--- config.mk ---
export PLATFORM = sky130hd
export DESIGN_NAME = cdb_arbiter
export DESIGN_NICKNAME = d
export VERILOG_FILES = /design/src/rtl/cdb_pkg.sv /design/src/rtl/cdb_rr_pick.sv /design/src/rtl/cdb_arbiter.sv
export SDC_FILE = /design/constraint.sdc
export NUM_CORES = 1
export LEC_CHECK = 0
export ABC_CLOCK_PERIOD_IN_PS = 9250
export CAP_MARGIN = 10
export CORE_MARGIN = 2
export CORE_UTILIZATION = 43
export DETAILED_ROUTE_END_ITERATION = 6
export HOLD_SLACK_MARGIN = 0.12
export PLACE_DENSITY = 0.86
export SYNTH_ARGS = -nofsm -noshare
export SYNTH_HDL_FRONTEND = slang
export SYNTH_HIERARCHICAL = 1
export SYNTH_SLANG_ARGS = --single-unit
--- constraint.sdc ---
create_clock -name clk_i -period 9.25 [get_ports clk_i]
set_input_delay 1.85 -clock clk_i [delete_from_list [all_inputs] [get_ports clk_i]]
set_output_delay 1.85 -clock clk_i [all_outputs]
set_load 0.01 [all_outputs]
--- src/rtl/cdb_pkg.sv ---
// rtl/cdb_pkg.sv - shared common-data-bus widths, lane struct and index helper
package cdb_pkg;

    localparam int PhyRegIDWidth = 6;
    localparam int DatapathWidth = 32;
    localparam int CDBWidth      = 2;

    // Lane record as seen by the reorder buffer and reservation stations
    typedef struct packed {
        logic                     valid;
        logic [PhyRegIDWidth-1:0] tag;
        logic [DatapathWidth-1:0] data;
    } cdb_lane_t;

    function automatic int rr_wrap_inc(input int idx, input int n);
        return (idx + 1 >= n) ? 0 : idx + 1;
    endfunction

endpackage

--- src/rtl/cdb_rr_pick.sv ---
// rtl/cdb_rr_pick.sv - one-hot of the first set request at or after start, wrapping
module cdb_rr_pick #(
    parameter int NumRequesters = 4
) (
    input  logic [NumRequesters-1:0]         req,
    input  logic [$clog2(NumRequesters)-1:0] start,
    output logic [NumRequesters-1:0]         grant
);

    logic found;
    int   idx;

    // Wrap by subtraction so non-power-of-two counts never index past the end
    always_comb begin
        grant = '0;
        found = 1'b0;
        idx   = 0;
        for (int off = 0; off < NumRequesters; off++) begin
            idx = int'(start) + off;
            if (idx >= NumRequesters) begin
                idx = idx - NumRequesters;
            end
            if (!found && req[idx]) begin
                grant[idx] = 1'b1;
                found      = 1'b1;
            end
        end
    end

endmodule

--- src/rtl/cdb_arbiter.sv ---
// rtl/cdb_arbiter.sv - round-robin arbiter placing up to CDBWidth results per cycle on the CDB
module cdb_arbiter #(
    parameter int NumRequesters = 4,
    parameter int CDBWidth      = cdb_pkg::CDBWidth,
    parameter int PhyRegIDWidth = cdb_pkg::PhyRegIDWidth,
    parameter int DatapathWidth = cdb_pkg::DatapathWidth
) (
    input  logic                     clk_i,
    input  logic                     rst_i,
    input  logic                     flush_i,
    input  logic                     req_valid_i [NumRequesters-1:0],
    input  logic [PhyRegIDWidth-1:0] req_tag_i   [NumRequesters-1:0],
    input  logic [DatapathWidth-1:0] req_data_i  [NumRequesters-1:0],
    output logic                     req_ready_o [NumRequesters-1:0],
    output logic [CDBWidth-1:0]      cdb_valid_o,
    output logic [PhyRegIDWidth-1:0] cdb_tag_o   [CDBWidth-1:0],
    output logic [DatapathWidth-1:0] cdb_data_o  [CDBWidth-1:0]
);

    localparam int IdxWidth = $clog2(NumRequesters);

    logic [NumRequesters-1:0] req_vec;
    logic [NumRequesters-1:0] ready_vec;
    logic [NumRequesters-1:0] remaining [CDBWidth];
    logic [NumRequesters-1:0] grant     [CDBWidth];
    logic [IdxWidth-1:0]      rr_q;
    logic [IdxWidth-1:0]      rr_d;
    logic [CDBWidth-1:0]      lane_valid_d;
    logic [PhyRegIDWidth-1:0] lane_tag_d  [CDBWidth];
    logic [DatapathWidth-1:0] lane_data_d [CDBWidth];
    int                       last_idx;

    always_comb begin
        for (int i = 0; i < NumRequesters; i++) begin
            req_vec[i] = req_valid_i[i];
        end
    end

    // Each stage sees the requests left over by earlier lanes, all from the same start
    for (genvar k = 0; k < CDBWidth; k++) begin : g_pick
        if (k == 0) begin : g_first
            assign remaining[0] = (rst_i || flush_i) ? '0 : req_vec;
        end else begin : g_next
            assign remaining[k] = remaining[k-1] & ~grant[k-1];
        end
        cdb_rr_pick #(
            .NumRequesters(NumRequesters)
        ) u_pick (
            .req   (remaining[k]),
            .start (rr_q),
            .grant (grant[k])
        );
    end

    always_comb begin
        ready_vec = '0;
        for (int k = 0; k < CDBWidth; k++) begin
            ready_vec = ready_vec | grant[k];
        end
        for (int i = 0; i < NumRequesters; i++) begin
            req_ready_o[i] = ready_vec[i];
        end
    end

    // Lanes fill in scan order, so the last lane written holds the last winner
    always_comb begin
        lane_valid_d = '0;
        last_idx     = 0;
        for (int k = 0; k < CDBWidth; k++) begin
            lane_tag_d[k]  = '0;
            lane_data_d[k] = '0;
            for (int i = 0; i < NumRequesters; i++) begin
                if (grant[k][i]) begin
                    lane_valid_d[k] = 1'b1;
                    lane_tag_d[k]   = req_tag_i[i];
                    lane_data_d[k]  = req_data_i[i];
                    last_idx        = i;
                end
            end
        end
        rr_d = (|lane_valid_d) ? IdxWidth'(cdb_pkg::rr_wrap_inc(last_idx, NumRequesters)) : rr_q;
    end

    always_ff @(posedge clk_i) begin
        if (rst_i) begin
            rr_q        <= '0;
            cdb_valid_o <= '0;
            for (int k = 0; k < CDBWidth; k++) begin
                cdb_tag_o[k]  <= '0;
                cdb_data_o[k] <= '0;
            end
        end else begin
            rr_q        <= rr_d;
            cdb_valid_o <= lane_valid_d;
            for (int k = 0; k < CDBWidth; k++) begin
                cdb_tag_o[k]  <= lane_tag_d[k];
                cdb_data_o[k] <= lane_data_d[k];
            end
        end
    end

endmodule

==> results.py <==
metrics = {
    "setup_path": {
        "crit_required_ns": 7.40,
        "critical_path_class": "in -> out",
        "rrSetupSlack_ns": 3.57,
        "r2r_cells": 14,
        "arrival_ns": 6.09,
        "timing.rr.end": "cdb_data_o[50]$_SDFF_PP0_",
        "end_kind": "output pin",
        "cp-start-kind": "primary input",
        "critPathMaxFanout": 39,
        "r2r-start": "rr_q[0]$_SDFFE_PP0P_",
    },
    "finish": {
        "final_common_cell": "clkdlybuf4s50_1",
        "area_delta_synth_final_pct": 48.7,
        "mostFrequentLayoutCells": "clkdlybuf4s50_1 (239), nor2b_1 (82), dfxtp_1 (80)",
        "antennaDiodeCount": 0,
        "drive_gt1_share_pct": 10.3,
        "nets": 958,
    },
    "route": {
        "viasPerCell": 6.16,
        "vias": 5917,
        "drt_wl_total_mm": 20.6,
        "drtPass1Iterations": 5,
        "post-route-drc-count": 0,
        "wl_per_cell_um": 21.5,
        "postRouteAntennaNets": 0,
        "first_iter_violations": 552,
    },
    "min_path": {
        "min_from": "rr_q[1]$_SDFFE_PP0P_",
        "hold_path_depth": 2,
        "min_path_type": "reg -> reg",
        "holdPathEnd": "rr_q[1]$_SDFFE_PP0P_",
    },
    "sta": {
        "finalHoldViolations": 0,
        "rsz0062_at_grt": "no",
        "setup_slack_ns": 1.31,
        "clock.fmax_mhz": 126,
        "worst_slew_pin_slew_ns": 1.14,
        "finalSetupTns_ns": 0,
        "max_slew_margin_pct": 23.8,
        "setup_viol_count_final": 0,
        "period_minus_slack_ns": 7.94,
        "fin_crit_sh_pct": 85.8,
        "finalMaxSlewViolations": 0,
        "finClkSkew_ns": 0.00400,
    },
    "floorplanning": {
        "io_pins": 241,
        "dieArea_mm2": 0.0136,
        "placementRows": 41,
        "die_y_um": 117,
        "core_mm2": 0.0125,
        "die_w_um": 117,
        "initial_core_util_pct": 43.6,
    },
    "power_and_ir_drop": {
        "comb_power_share_pct": 61.5,
        "switching_share_pct": 39.3,
        "internal_power_w": 0.00148,
        "power.leakage_nw": 2.81,
        "cellPowerDensity_mw_per_mm2": 300,
        "pwr-share-clk_pct": 14.9,
        "power_frac_seq_pct": 23.6,
        "switchingPower_w": 0.000958,
        "ir_drop_v": 0.000446,
    },
    "synth": {
        "synthDistinctLibCells": 37,
        "synth_area_mm2": 0.00546,
        "synth_warnings": 6,
        "synthCells": 588,
        "synth-seq-cells": 80,
        "synth_nets": 763,
        "syn_area_per_cell_um2": 9.29,
        "synth_seq_area_share_pct": 29.3,
    },
    "grt": {
        "grt_max_degree": 81,
        "grt.total_usage_pct": 29.2,
        "grt_pass1_wl_mm": 31.1,
        "antenna_found_initial": 0,
        "grt.overflow.total": 0,
        "grt_pass1_vias": 6082,
    },
    "clock_network": {
        "cts-htree-levels": 3,
        "cts_sinks": 80,
        "post_cts_resized": 0,
        "clockBufferDepth": 2,
        "post_cts_buffers": 0,
        "path_clk_slew_ns": 0.06,
        "clk_latency_ns": 0.33,
        "cts_tree": "yes",
        "cts-root-buf": "clkbuf_16",
        "cts-hold-fix-buffers": 0,
        "cts_made_buffers": 9,
    },
    "run_status": {
        "status": "completed",
    },
    "place": {
        "port_buffers": 240,
        "hpwl_mm": 13.4,
        "place_congestion": 0.897,
        "pre_cts_slack_ns": 1.39,
    },
    "run": {
        "maxCapViolCount": 0,
    },
}
[state kept, by name, summed over array words and instances, names as in the netlist]
register and cells:
cdb_data_o 64, cdb_tag_o 12, cdb_valid_o 2, rr_q 2
[how the worst max path moves through the flow]
stage	start	to	slack (ns)
final	rst_i	req_ready_o[0]	1.31
after global routing	rst_i	req_ready_o[3]	1.13
after CTS	rst_i	req_ready_o[3]	1.37
after detailed placement	rst_i	req_ready_o[3]	1.39
after global placement	rst_i	req_ready_o[2]	1.60
after floorplan	rst_i	req_ready_o[3]	1.67
[cells in the mapped netlist]
library cell  instances  area share, %
nor2b_1              82            9.4
nor3b_1              42            5.8
buf_4                11            1.5
mux4_1                3            1.4
nand2b_1              1           0.11
dfxtp_1              80             29
a211oi_1              2           0.27
buf_2                16            1.5
nand2_1              51            3.5
o31ai_1               3           0.41
and2_1                4           0.46
or2_2                 5           0.57
nor2_1                7           0.48
mux4_2                5            2.1
buf_6                 4           0.82
a2111oi_1             2           0.37
nor2b_2               1           0.16
nor3_1                1          0.092
o211ai_1              4           0.55
a221oi_1             40            6.4
inv_1                10           0.69
o21ai_0               4           0.37
a21oi_1              40            3.7
ha_1                 16            3.7
nor4b_4               2           0.87
o31ai_2               1           0.23
a2111oi_2            36            9.9
nor2_2                1           0.11
a221o_1               4           0.73
or2_1                 1           0.11
or4_4                 1           0.21
clkbuf_1             32            2.2
o32ai_1              36            5.8
or4_1                 1           0.14
nor3b_2               1           0.23
and3b_1              36            5.8
buf_1                 2           0.14
[per-stage QoR]
step                      hold WS (ns)  cell area, µm²  util (%)  power, W  std cells
after CTS                        0.885            8120      64.9   0.00243        960
after global placement           0.839            7820      62.5   0.00202        944
final                            0.899            8120      64.9   0.00243        960
after floorplan                  0.756            5460         -   0.00147        588
after global routing              1.01            8120      64.9   0.00257        960
after detailed placement         0.878            7820      62.5   0.00206        944
[area by class of cell]
type | count | area [µm²]
Inverter | 10 | 37.5
Sequential cell | 80 | 1600
Clock buffer | 13 | 260
Multi-Input combinational cell | 433 | 3500
Fill cell | 1032 | 4390
Clock inverter | 3 | 40.0
Tap cell | 172 | 215
Timing Repair Buffer | 249 | 2470
[power groups by stage]
stage	sequential, W	clock [W]	combinational (W)
6_report	0.000574	0.000364	0.00150
5_1_grt	0.000588	0.000382	0.00160
4_1_cts	0.000575	0.000369	0.00149
3_5_place_dp	0.000581	0	0.00148
3_3_place_gp	0.000580	0	0.00144
2_1_floorplan	0.000653	0	0.000815
[worst max-delay path, cell delays in order]
cell and delay, ns:
buf_4 0.46, nor2_1 0.14, and2_1 0.24, mux4_2 0.61, nor4b_4 0.41, a221o_1 0.29, nor2b_1 0.11, mux4_2 0.60
nor4b_4 0.40, nand2_1 0.11, o211ai_1 0.14, or2_2 0.17, clkdlybuf4s50_1 0.53
[kinds of logic (layout without fill, tap and decap cells)]
group | count (synthesis) | in the layout | synth area share [%]
adders and majority gates | 16 | 16 | 3.67
muxes | 8 | 8 | 3.51
buffers and inverters | 75 | 275 | 6.83
DFF | 80 | 80 | 29.3
AOI/OAI and AO/OA | 172 | 172 | 28.7
and+or+nand+nor | 237 | 237 | 28.0
[metal layers]
metal / GRT usage (%) / share of wire, %
met5: 0 / 0
met4: 14.6 / 3.3
met3: 6.12 / 8.9
met2: 51.3 / 50
met1: 33.7 / 37
Note: power is estimated with default switching activity, not from simulation.
